**src/rtl/seq_onehot_decoder.sv**
```systemverilog
// Registered binary-to-one-hot decoder with two modes: DECODE, where an index is
// accepted over a valid/ready handshake, and SCAN, a free-running walk with programmable dwell.
module seq_onehot_decoder #(
    parameter int unsigned SEL_W   = 4,
    parameter int unsigned NUM_OUT = 16,
    parameter int unsigned DWELL   = 4
) (
    input  logic               clk,
    input  logic               rst_n,
    input  logic               en,
    input  logic               mode,
    input  logic               in_valid,
    output logic               in_ready,
    input  logic [SEL_W-1:0]   sel,
    output logic [NUM_OUT-1:0] out,
    output logic               out_valid,
    output logic [SEL_W-1:0]   cur_sel,
    output logic               range_err,
    output logic               wrap
);

    localparam int unsigned          CNT_W      = $clog2(DWELL + 1);
    localparam logic [CNT_W-1:0]     DWELL_LAST = CNT_W'(DWELL - 1);
    localparam logic [SEL_W-1:0]     SEL_LAST   = SEL_W'(NUM_OUT - 1);
    localparam logic [NUM_OUT-1:0]   FIRST_HOT  = {{(NUM_OUT - 1){1'b0}}, 1'b1};

    typedef enum logic [1:0] {StIdle, StHold, StScan} state_e;

    state_e             state_q;
    logic [CNT_W-1:0]   dwell_cnt_q;

    logic               transfer;
    logic               sel_in_range;
    logic [NUM_OUT-1:0] sel_onehot;
    logic               scan_last;
    logic [SEL_W-1:0]   scan_next;
    logic [NUM_OUT-1:0] scan_onehot;

    assign in_ready     = en & ~mode;
    assign transfer     = in_valid & in_ready;
    assign sel_in_range = 32'(sel) < NUM_OUT;
    assign scan_last    = (cur_sel == SEL_LAST);
    assign scan_next    = scan_last ? '0 : cur_sel + SEL_W'(1);

    always_comb begin
        sel_onehot  = '0;
        scan_onehot = '0;
        for (int i = 0; i < NUM_OUT; i++) begin
            sel_onehot[i]  = (sel == SEL_W'(i));
            scan_onehot[i] = (scan_next == SEL_W'(i));
        end
    end

    always_ff @(posedge clk or negedge rst_n) begin
        if (!rst_n) begin
            state_q     <= StIdle;
            dwell_cnt_q <= '0;
            out         <= '0;
            out_valid   <= 1'b0;
            cur_sel     <= '0;
            range_err   <= 1'b0;
            wrap        <= 1'b0;
        end else begin
            range_err <= 1'b0;
            wrap      <= 1'b0;
            if (!en) begin
                // cur_sel is deliberately retained while disabled
                state_q     <= StIdle;
                dwell_cnt_q <= '0;
                out         <= '0;
                out_valid   <= 1'b0;
            end else if (mode) begin
                if (state_q != StScan) begin
                    state_q     <= StScan;
                    dwell_cnt_q <= '0;
                    out         <= FIRST_HOT;
                    out_valid   <= 1'b1;
                    cur_sel     <= '0;
                end else if (dwell_cnt_q == DWELL_LAST) begin
                    dwell_cnt_q <= '0;
                    out         <= scan_onehot;
                    cur_sel     <= scan_next;
                    wrap        <= scan_last;
                end else begin
                    dwell_cnt_q <= dwell_cnt_q + CNT_W'(1);
                end
            end else if (transfer) begin
                if (sel_in_range) begin
                    state_q   <= StHold;
                    out       <= sel_onehot;
                    out_valid <= 1'b1;
                    cur_sel   <= sel;
                end else begin
                    state_q   <= StIdle;
                    out       <= '0;
                    out_valid <= 1'b0;
                    range_err <= 1'b1;
                end
            end else if (state_q == StScan) begin
                // leaving SCAN freezes the current index in HOLD
                state_q <= StHold;
            end
        end
    end

    ap_onehot0: assert property (@(posedge clk) disable iff (!rst_n) $onehot0(out));
    ap_valid:   assert property (@(posedge clk) disable iff (!rst_n) out_valid == (out != '0));
    ap_range:   assert property (@(posedge clk) disable iff (!rst_n) 32'(cur_sel) < NUM_OUT);

endmodule

```
**config.mk**
```make
export PLATFORM = sky130hd
export DESIGN_NAME = seq_onehot_decoder
export DESIGN_NICKNAME = d
export VERILOG_FILES = /design/src/rtl/seq_onehot_decoder.sv
export SDC_FILE = /design/constraint.sdc
export NUM_CORES = 1
export LEC_CHECK = 0
export ABC_CLOCK_PERIOD_IN_PS = 1600
export CAP_MARGIN = 10
export CORE_MARGIN = 10
export CORE_UTILIZATION = 45
export CTS_CLUSTER_SIZE = 8
export DETAILED_ROUTE_END_ITERATION = 10
export PLACE_DENSITY = 0.75
export SETUP_SLACK_MARGIN = 0.5
export SLEW_MARGIN = 20
export SYNTH_ARGS = -nofsm -noshare
export SYNTH_HDL_FRONTEND = slang
export SYNTH_SLANG_ARGS = --single-unit
export TNS_END_PERCENT = 20
```
**constraint.sdc**
```tcl
create_clock -name clk -period 1.6 [get_ports clk]
set_input_delay 0.16 -clock clk [delete_from_list [all_inputs] [get_ports clk]]
set_output_delay 0.16 -clock clk [all_outputs]
set_load 0.1 [all_outputs]
```
After elaboration in Yosys (flattened, before gate mapping)
Cells that the tools add are included.

word-level totals
  register bits after elaboration = 27
  input bits = 9
  logic and storage cells = 85

operators by class
  add/sub/neg operators = 2
  equal/unequal tests = 40
  multiplexer cells = 27
  bitwise logic cells = 3
  reduce and logical (&&, ||, !) cells = 7

operator list
  operator                                                               number
  16-bit 2-to-1 mux                                                      5
  4-bit equality test, second input constant                             17
  4-bit by 3-bit equality test with 1-bit output, second input constant  8
  4-bit 2-to-1 mux                                                       5
  4-bit by 2-bit equality test with 1-bit output, second input constant  4
  3-bit 2-to-1 mux                                                       4
  2-bit 2-to-1 mux                                                       5
  4-bit by 1-bit equality test with 1-bit output, second input constant  2
  4-bit zero test                                                        2
  1-bit 2-to-1 mux                                                       8
  3-bit by 1-bit != test with 1-bit output, second input constant        2
  2-bit AND reduction                                                    3
  4-bit by 1-bit adder with 4-bit output, second input constant          1
  4-bit by 1-bit != test with 1-bit output, second input constant        1
  4-bit by 2-bit != test with 1-bit output, second input constant        1
  3-bit by 1-bit adder with 3-bit output, second input constant          1
  3-bit by 2-bit equality test with 1-bit output, second input constant  1
  3-bit by 2-bit != test with 1-bit output, second input constant        1
  3-bit AND reduction                                                    1
  1-bit AND                                                              2
  2-bit equality test, second input constant                             1
  2-bit by 1-bit != test with 1-bit output, second input constant        1
  2-bit != test, second input constant                                   1
  2-bit nonzero test                                                     1
  1-bit inverter                                                         1

Longest topological paths before layout
Gate-level depths: netlist (run 1).

  depth after elaboration = 7
  gate-level depth with buffers = 6
  mapped depth without buffers = 5

Worst setup path after synthesis (run 1)
OpenSTA, ideal clock, no wires.

  path kind = register to register
  start point = reg cur_sel[1]
  end point = reg out[13]
  arrival time = 2,056 ps
  slack = -594 ps
  stages on the path, launching flop included = 6
  clock period less this slack = 2,194 ps
  cells stage by stage = dfrtp_1 -> ha_1 -> nor2b_1 -> a221o_1 -> nand3_2 -> o221ai_1

on the way
  longest elaborated chain between the ends = 7
  elaborated cells between the ends (all ways) = 8
  classes of those cells = add/sub (1); eq/ne (2); mux (5)

ends and longest elaborated chain
  what                                                                                  line    source
  start: declaration                                                                    17      output logic [SEL_W-1:0] cur_sel,
  start signal: assignment                                                              82      cur_sel <= scan_next;
  start signal: assignment                                                              92      cur_sel <= sel;
  4-bit by 1-bit adder with 4-bit output / 4-bit equality test (equally long branches)  43, 42
  4-bit 2-to-1 mux (*)                                                                  43      assign scan_next = scan_last ? '0 : cur_sel + SEL_W'(1);
  4-bit equality test (*)                                                               50      scan_onehot[i] = (scan_next == SEL_W'(i));
  16-bit 2-to-1 mux (*)                                                                 79      end else if (dwell_cnt_q == DWELL_LAST) begin
  16-bit 2-to-1 mux (*)                                                                 73      if (state_q != StScan) begin
  16-bit 2-to-1 mux (*)                                                                 72      end else if (mode) begin
  16-bit 2-to-1 mux (*)                                                                 66      if (!en) begin
  end signal: assignment                                                                81      out <= scan_onehot;
  end signal: assignment                                                                90      out <= sel_onehot;
  end: declaration                                                                      15      output logic [NUM_OUT-1:0] out,

Every way passes the cells marked *; elsewhere a longest branch is shown, timed or not. The select of a mux whose other input is x is not followed.
A chain may end at the register's enable or synchronous reset.

Worst setup path in the final report (run 1)
  start point = reg state_q[0]
  end point = reg out[5]

on the way
  longest elaborated chain between the ends = 4
  elaborated cells between the ends (all ways) = 6
  classes of those cells = eq/ne (2); mux (3); reduce/logical (1)

ends and longest elaborated chain
  what                      line  source
  start: declaration        29    state_e state_q;
  start signal: assignment  56    state_q <= StIdle;
  start signal: assignment  68    state_q <= StIdle;
  start signal: assignment  74    state_q <= StScan;
  2-bit != test (*)         73
  16-bit 2-to-1 mux         73
  16-bit 2-to-1 mux         72
  16-bit 2-to-1 mux         66

Every way passes the cells marked *; elsewhere a longest branch is shown, timed or not.

==> results.ini, run 1 <==
[status]
status=finished, final reports clean

[yosys]
ys_async_sr_fraction_pct=100
synth_edf_count=0
syn_area_per_cell_um2=9.71
synth_flop_cell=dfrtp_1
synth-seq-cells=27
syn_nets=169
synth_cell_types=41
synthCells=154
synth_seq_area_share_pct=45.2
ys_warn_count=0
synth.cell_area_um2=1500

[setup_path]
cp-end-kind=flip-flop
cp_num_cells=5
slowest_stage=a2111oi_4
reg2reg_from=state_q[0]
crit_chain=and3b_2 > buf_6 > a2111oi_4 > a22oi_1 > o21ai_1
crit_arrival_ns=1.83
critPathMaxFanout=4
crit_start=state_q[0]
cp-start-kind=flip-flop
path_class=flip-flop to flip-flop
required_ns=1.86
r2r_setup_slack_ns=0.03
critical-path-top-delay-family=compound AO/OA/AOI/OAI gates
r2r-end=out[5]
critical-path-max-stage-delay_ns=0.46
ff2ff_path_depth=5
crit_end=out[5]
crit_buf_inv=1

[die]
pin_count=33
die_area_um2=6030
die_w_um=77.6
initial_core_util_pct=47.8
fp.dieH_um=77.6
core_um2=3130
fp-row-count=20

[cts]
cts.clk_slew.worst_paths_ns=0.15
cts_inserted_buffers=3
cts_tree=built
cts_sinks=27
clock_path_buffers=2
clk_root_buffer_cell=clkbuf_4
clock_latency_ns=0.33
htree_levels=1

[placed_design]
hpwlAfterDp_mm=3.50
portBuffers=31
gp_congestion=0.952

[sta]
hold_viol=0
fin_crit_sh_pct=97.8
hold-worst-slack_ns=0.186
clock_skew_ns=0.00258
setup_tns_ns=0
grt_setup_unrepaired=yes
period_needed_ns=1.57
maxSlewHeadroom_pct=67.2
fmax_mhz=639
worst_pin_slew_ns=0.488
setup_violations=0
slew_violations=0

[power_and_ir_drop]
powerDensity_nw_per_um2=757
vdd_ir_drop_max_uv=477
leakagePower_nw=1.09

[grt]
grt_antenna_before_repair=0
grtUsageMet1_pct=18.2
grt-ovfl-total=0
grt_max_degree=28
grt_pass1_wl_mm=8.27
grt_util_met2_pct=29.5
busiest_layer=met2
track_usage_pct=16.6
grt_pass1_vias=1632
met3_usage_pct=4.26

[detailed_routing]
drtPass1Iterations=4
vias=1521
wl_mm=5.12
drt_iter0_markers=109
ant_nets=0
drc=0
wl_per_cell_um=19.7
viasPerCell=5.85

[layout]
num-fill-cells=202
drive_gt1_share_pct=42.1
nets=232
area_delta_synth_final_pct=70.3
multi_input_area_um2=903
fin_util_pct=81.4
seq_area_um2=691
antenna_cells=0

[min_path]
hold_path_class=input port to async pin

[run]
drv_cap=0

==> final cells by class <==
cell class / count / share of cell area (%)
repair buffers: 66 / 33.2
multi-input cells: 113 / 35.5
clock buffers: 4 / 1.03
flip-flops and latches: 27 / 27.1
inverters: 6 / 0.983
well taps: 44 / 2.16
==> layout by cell type (no fill, tap or decap), types with 2 or more instances in the layout <==
cell	synthesis	routed
buf_4	2	25
dfrtp_1	27	23
buf_12	0	23
nand2_1	14	14
buf_6	1	10
o21ai_1	5	9
nor2_1	9	9
o21ai_0	12	7
a32oi_1	7	6
clkdlybuf4s50_1	0	6
nor2b_1	8	5
a21oi_1	9	5
inv_1	6	4
a22oi_1	4	4
a21oi_2	0	4
ha_1	6	4
dfrtp_4	0	4
nor2b_4	0	3
nand3_1	4	3
o21a_1	3	3
clkbuf_4	0	3
nand3_2	1	2
and3b_2	0	2
nor3_1	3	2
and2_1	2	2
o221ai_2	0	2
ha_4	0	2
dlymetal6s2s_1	0	2
==> synthesized netlist by cell type (2+ instances only) <==
| cell | n | area, um^2 |
|---|---|---|
| nand3_1 | 4 | 20.0 |
| a21oi_1 | 9 | 45.0 |
| o21ai_1 | 5 | 25.0 |
| o21ai_0 | 12 | 60.1 |
| buf_2 | 5 | 25.0 |
| a32oi_1 | 7 | 61.3 |
| nor2_1 | 9 | 33.8 |
| dfrtp_1 | 27 | 676 |
| nor2b_1 | 8 | 50.1 |
| and3b_1 | 2 | 17.5 |
| ha_1 | 6 | 75.1 |
| and2_1 | 2 | 12.5 |
| buf_4 | 2 | 15.0 |
| nand2b_1 | 2 | 12.5 |
| inv_1 | 6 | 22.5 |
| nor3_1 | 3 | 15.0 |
| a22oi_1 | 4 | 30.0 |
| o221ai_1 | 3 | 26.3 |
| o21a_1 | 3 | 22.5 |
| nand2_1 | 14 | 52.6 |
==> how the worst min path moves through the flow <==
| stage | start | endpoint | slack [ns] | cells past startpoint |
|---|---|---|---|---|
| 6_report | rst_n | out_valid | 0.19 | 2 |
| 5_1_grt | rst_n | cur_sel[0] | 0.21 | 2 |
| 4_1_cts | rst_n | state_q[0] | 0.20 | 2 |
| 3_5_place_dp | dwell_cnt_q[1] | dwell_cnt_q[1] | 0.48 | 1 |
| 3_3_place_gp | dwell_cnt_q[1] | dwell_cnt_q[1] | 0.48 | 1 |
| 2_1_floorplan | rst_n | dwell_cnt_q[0] | -0.14 | 0 |
==> cell families after synthesis <==
kind of cell,after synthesis,share of synthesized area (%)
AO/OA/AOI/OAI,55,26.7
XOR/XNOR,1,0.586
adder cells (fa/ha/maj),6,5.02
buffers and inverters,14,4.94
flip-flops,27,45.2
other,1,0.251
AND/OR/NAND/NOR,50,17.3
==> per-stage QoR <==
stage	instances	worst slack [ns]	power, mW	instance area (um^2)
2_1_floorplan	154	0.0231	1.23	1550
3_3_place_gp	246	-0.136	1.50	2270
3_5_place_dp	246	-0.202	1.51	2270
4_1_cts	260	0.0691	1.86	2450
5_1_grt	260	-0.0239	2.00	2550
6_report	260	0.0349	1.93	2550
==> sequential cells by signal, summed over array words and instances (netlist names) <==
register,flops
out,16
cur_sel,4
dwell_cnt_q,3
state_q,2
out_valid,1
wrap,1
==> power by group <==
| part | total (mW) | internal (mW) | switching [mW] |
|---|---|---|---|
| Clock | 0.310 | 0.0977 | 0.213 |
| Combinational | 0.834 | 0.329 | 0.505 |
| Sequential | 0.783 | 0.726 | 0.0576 |
==> routing by layer <==
metal | share of wire [%] | vias to the layer above
li1 | - | 703
met1 | 38 | 756
met2 | 54 | 54
met3 | 6.2 | 8
met4 | 1.5 | 0
met5 | 0 | -
==> repair_timing <==
action | CTS | global route
setup buffers | 9 | 0
gates cloned | 1 | 0
setup endpoints to repair | 47 | 48
resized for setup | 22 | 23
hold buffers | 0 | 0
endpoints found under the hold margin | 0 | 0
pin swaps | 10 | 12
Power figures use the tool's default switching activity.
==> inputs of run 2 (changes only) <==
--- a/config.mk
+++ b/config.mk
@@ -5,15 +5,15 @@
 export SDC_FILE = /design/constraint.sdc
 export NUM_CORES = 1
 export LEC_CHECK = 0
-export ABC_CLOCK_PERIOD_IN_PS = 1600
+export ABC_CLOCK_PERIOD_IN_PS = 1480
 export CAP_MARGIN = 10
 export CORE_MARGIN = 10
 export CORE_UTILIZATION = 45
 export CTS_CLUSTER_SIZE = 8
 export DETAILED_ROUTE_END_ITERATION = 10
-export PLACE_DENSITY = 0.75
+export PLACE_DENSITY = 0.72
 export SETUP_SLACK_MARGIN = 0.5
-export SLEW_MARGIN = 20
+export SLEW_MARGIN = 15
 export SYNTH_ARGS = -nofsm -noshare
 export SYNTH_HDL_FRONTEND = slang
 export SYNTH_SLANG_ARGS = --single-unit
==> constraint.sdc (replaced) <==
create_clock -name clk -period 1.48 [get_ports clk]
set_input_delay 0.148 -clock clk [delete_from_list [all_inputs] [get_ports clk]]
set_output_delay 0.148 -clock clk [all_outputs]
set_load 0.1 [all_outputs]
==> run 2 against run 1 <==
The run now ends with negative setup slack left. Clock-buffer cell count unchanged. Fmax decreased by 1.8%. Power is 9.7% higher. Final area is 3.0% higher. Highest routed layer unchanged. Largest cell class is now buffers. Critical path depth unchanged. Register-to-register slack worse by 0.15 ns. Largest power group unchanged. Flip-flop and latch count is the same.
==> results.ini, run 2 (synthesis results as in run 1) <==
[status]
status=complete, but fails checks
failed_checks=negative setup slack

[setup_path]
critPathMaxFanout=5
crit_arrival_ns=1.86
path_class=flip-flop to flip-flop
required_ns=1.75
cp-start-kind=flip-flop
cp-end-kind=flip-flop

[cts]
clock_path_buffers=2
cts_inserted_buffers=3
cts_tree=built
cts.clk_slew.worst_paths_ns=0.16
clk_root_buffer_cell=clkbuf_4
cts_sinks=27
htree_levels=1
clock_latency_ns=0.34
cts_hold_buf=0

[layout]
nets=245
finalNonFillerCells=273
final_common_cell=buf_4
antenna_cells=0
regMostFlops=out
drive_gt1_share_pct=42.4
final_cell_mix=buf_4, buf_12, dfrtp_1, nand2_1, buf_6
area_delta_synth_final_pct=75.4
largest_reg_flops=16
top_regs=out: 16 flops, cur_sel: 4 flops, dwell_cnt_q: 3 flops

[sta]
fin_crit_sh_pct=108
hold_viol=0
worst_slack_ns=-0.113
maxSlewHeadroom_pct=62.7
worst_pin_slew_ns=0.556
period_needed_ns=1.59
grt_setup_unrepaired=yes
slew_violations=0
clock_skew_ns=0.00785
hold-worst-slack_ns=0.164
fmax_mhz=628
setup_violations=17

[power_and_ir_drop]
leakagePower_nw=1.12
vdd_ir_drop_max_uv=501
power_mw=2.12
powerDensity_nw_per_um2=806

[die]
pin_count=33
fp-row-count=20
die_area_um2=6030
core_um2=3130
fp.dieH_um=77.6
die_w_um=77.6
initial_core_util_pct=47.8

[grt]
grt-ovfl-total=0
grt_antenna_before_repair=0
grt_max_degree=28
grt_pass1_vias=1664
grt_pass1_wl_mm=8.72
track_usage_pct=17.7

[detailed_routing]
viasPerCell=6.02
vias=1644
drc=0
drt_iter0_markers=177
drtPass1Iterations=5
wl_per_cell_um=20.1
ant_nets=0
wl_mm=5.48

[placed_design]
portBuffers=31
hpwlAfterDp_mm=3.68
dp.cells=258
gp_congestion=0.899

[run]
drv_cap=0

[min_path]
hold_path_class=input port to async pin

[run 2: where the power goes]
| group | switching (mW) | internal (mW) | leakage [nW] |
|---|---|---|---|
| registers | 0.0519 | 0.784 | 0.358 |
| logic | 0.560 | 0.377 | 0.749 |
| clock network | 0.236 | 0.106 | 0.0150 |
| total | 0.847 | 1.27 | 1.12 |
[run 2: layout make-up]
type                    count  area [um^2]
well taps                  44         55.1
clock buffers               4         26.3
repair buffers             78          946
inverters                   6         22.5
fillers                   170          505
flip-flops and latches     27          691
multi-input cells         114          882
[run 2: worst max-delay path, stage by stage (launching register included)]
cell	delay, ns
dfrtp_4	0.54
ha_4	0.19
or3_1	0.32
o21ai_2	0.12
a32oi_1	0.18
a21oi_1	0.17
[run 2: worst paths after layout]
kind,start,end,slack [ns],cells past startpoint
worst max-delay path,cur_sel[0],out[3],-0.11,5
worst max register to register,cur_sel[0],out[3],-0.11,5
worst min register to register,out[13],out[13],0.58,2
max in group asynchronous,rst_n,cur_sel[1],1.03,2
worst min-delay path,rst_n,out[0],0.16,2
min in group clk,en,state_q[1],0.28,3
[run 2: repair_timing]
item | CTS | global route
cloned | 2 | 0
setup buffers | 6 | 3
endpoints found under the setup margin | 48 | 48
pin swaps | 13 | 7
endpoints found under the hold margin | 0 | 0
gates resized for setup | 25 | 16
[run 2: routing by layer]
| layer | vias to the layer above | GRT usage (%) | share of wire [%] |
|---|---|---|---|
| met5 | - | 0 | 0 |
| met4 | 0 | 5.84 | 3.6 |
| met2 | 97 | 31.6 | 50 |
| met1 | 802 | 20.2 | 38 |
| li1 | 721 | - | - |
| met3 | 24 | 4.15 | 7.9 |
[run 2: per-stage QoR]
stage | setup TNS, ns | utilization [%] | setup WS (ns) | instance area [um^2]
3_3_place_gp | -3.93 | 75.3 | -0.255 | 2360
6_report | -0.939 | 83.8 | -0.113 | 2620
4_1_cts | -0.707 | 81.4 | -0.0673 | 2550
3_5_place_dp | -5.16 | 75.3 | -0.377 | 2360
5_1_grt | -1.93 | 83.8 | -0.166 | 2620
2_1_floorplan | -1.01 | - | -0.0969 | 1550
==> inputs of run 3 (changes only) <==
--- a/config.mk
+++ b/config.mk
@@ -7,11 +7,13 @@
 export LEC_CHECK = 0
 export ABC_CLOCK_PERIOD_IN_PS = 1480
 export CAP_MARGIN = 10
+export CELL_PAD_IN_SITES_DETAIL_PLACEMENT = 0
+export CELL_PAD_IN_SITES_GLOBAL_PLACEMENT = 2
 export CORE_MARGIN = 10
-export CORE_UTILIZATION = 45
+export CORE_UTILIZATION = 30
 export CTS_CLUSTER_SIZE = 8
 export DETAILED_ROUTE_END_ITERATION = 10
-export PLACE_DENSITY = 0.72
+export PLACE_DENSITY_LB_ADDON = 0.1
 export SETUP_SLACK_MARGIN = 0.5
 export SLEW_MARGIN = 15
 export SYNTH_ARGS = -nofsm -noshare
==> run 3 against run 2 <==
The run still ends with negative setup slack left. Non-clock buffer count is 5 lower. Critical endpoint is now cur_sel[3]. Sequential share of layout area is 0.53 points lower. Clock skew is 0.0015 ns lower. Register-to-register slack better by 0.02 ns. Largest power group unchanged. Sequential power hardly changed. First-iteration DRC count is 62% lower. Clock-buffer cell count is 1 lower. Highest routed layer unchanged. Utilization is 28 points lower. Final area is 2.1% higher.
==> results.ini, run 3 (synthesis results as in run 1) <==
[setup_path]
cp-start-kind=flip-flop
required_ns=1.65
slowest_stage=dfrtp_4
crit_start=cur_sel[0]
reg2reg_from=cur_sel[0]
crit_arrival_ns=1.75
critPathMaxFanout=4
crit_chain=and3b_1 > a221o_1 > buf_4 > a21oi_4 > a21oi_1
cp-end-kind=flip-flop
crit_buf_inv=1
critical-path-max-stage-delay_ns=0.51
r2r_setup_slack_ns=-0.09
path_class=flip-flop to flip-flop
critical-path-top-delay-family=compound AO/OA/AOI/OAI gates

[grt]
grt_max_degree=28
grt_pass1_wl_mm=8.13
grt-ovfl-total=0
grt_antenna_before_repair=0
grt_pass1_vias=1584
track_usage_pct=12.0

[status]
failed_checks=negative setup slack
status=complete, but fails checks

[power_and_ir_drop]
powerDensity_nw_per_um2=833
p_comb_share_pct=42.9
vdd_ir_drop_max_uv=392
power_frac_seq_pct=37.3
p_switching_uw=870
power_frac_clock_pct=19.8
intPower_mw=1.36
leakagePower_nw=1.11
swShare_pct=39.0

[layout]
finalNonFillerCells=290
post-route-cell-area_um2=2680
largest_reg_flops=16
nets=239
final_common_cell=buf_4
final_cell_mix=buf_4, dfrtp_1, buf_12, buf_6, nand2_1
regMostFlops=out
drive_gt1_share_pct=46.2
area_delta_synth_final_pct=79.0
top_regs=out: 16 flops, cur_sel: 4 flops, dwell_cnt_q: 3 flops
antenna_cells=0

[sta]
worst_slack_ns=-0.0929
setup_tns_ns=-0.223
period_needed_ns=1.57
hold-worst-slack_ns=0.218
fmax_mhz=636
clock_skew_ns=0.00640
grt_setup_unrepaired=yes
setup_violations=8
fin_crit_sh_pct=106
hold_viol=0
slew_violations=0

[cts]
cts_tree=built
cts_inserted_buffers=3
clock_path_buffers=2
cts_hold_buf=0
clk_root_buffer_cell=clkbuf_8
clock_latency_ns=0.28
cts.clk_slew.worst_paths_ns=0.10
cts_sinks=27
htree_levels=1

[placed_design]
dp.cells=277
gp_congestion=0.845
hpwlAfterDp_mm=3.63
place_area_um2=2350
portBuffers=31
pre_cts_ws_ns=-0.345

[die]
die_w_um=90.6
core_um2=4790
fp.dieH_um=90.6
pin_count=33
fp-row-count=25
die_area_um2=8210
initial_core_util_pct=31.2

[detailed_routing]
viasPerCell=5.11
drt_iter0_markers=67
wl_per_cell_um=17.1
drc=0
ant_nets=0
vias=1483
drtPass1Iterations=4
wl_mm=4.96

[min_path]
hold_path_class=input port to flip-flop
holdCritStartpoint=en

[run]
drv_cap=0

==> run 3: cell types whose count changed in the layout (fill, tap and decap cells not counted), sizes merged <==
cell           delta
a21oi             -1
buf               -4
clkdlybuf4s15     -1
clkinvlp          +1
dlygate4sd2       -1
==> run 3: worst min-delay path: cells and delay by family <==
kind                   cells  cell delay, ns
buffers and inverters      2            0.20
AO/OA/AOI/OAI              1            0.12
==> run 3: timing repair <==
item                                    in CTS  in global routing
gates cloned                                 1                  0
pin swaps                                   15                 15
endpoints found under the setup margin      49                 48
buffers inserted                             7                  1
gates resized for setup                     37                 28
==> run 3: final timing paths <==
path	to	cells after the start
min in group asynchronous	dwell_cnt_q[2]	2
max in group asynchronous	cur_sel[2]	2
hold / removal	out_valid	3
hold reg to reg	dwell_cnt_q[0]	1
setup / recovery	cur_sel[3]	5
setup reg to reg	cur_sel[3]	5
==> run 3: cell type report <==
type                    count  area (um^2)
inverters                   6         22.5
flip-flops and latches     27          691
clock buffers               3         41.3
well taps                  67         83.8
multi-input cells         113          918
fillers                   412         2110
repair buffers             73          912
clock inverters             1         7.51
==> run 3: layer usage <==
| layer | routed length [um] | up-vias | global-route usage, % |
|---|---|---|---|
| li1 | - | 704 | - |
| met1 | 2220 | 726 | 14.7 |
| met2 | 2390 | 42 | 19.5 |
| met4 | 110 | 0 | 5.04 |
| met3 | 240 | 11 | 2.99 |
| met5 | 0 | - | 0 |
==> run 3: per-stage QoR <==
stage	util [%]	total power, mW
2_1_floorplan	-	1.33
3_3_place_gp	49.2	1.66
3_5_place_dp	49.2	1.67
4_1_cts	53.6	2.17
5_1_grt	55.9	2.33
6_report	55.9	2.23
==> run 3: power by group through the flow <==
| stage | Clock [mW] | Combinational [mW] | Sequential (mW) |
|---|---|---|---|
| floorplan | 0 | 0.258 | 1.07 |
| global placement | 0 | 0.819 | 0.843 |
| detailed placement | 0 | 0.826 | 0.845 |
| CTS | 0.461 | 0.878 | 0.830 |
| global route | 0.481 | 1.01 | 0.840 |
| finish | 0.441 | 0.956 | 0.833 |
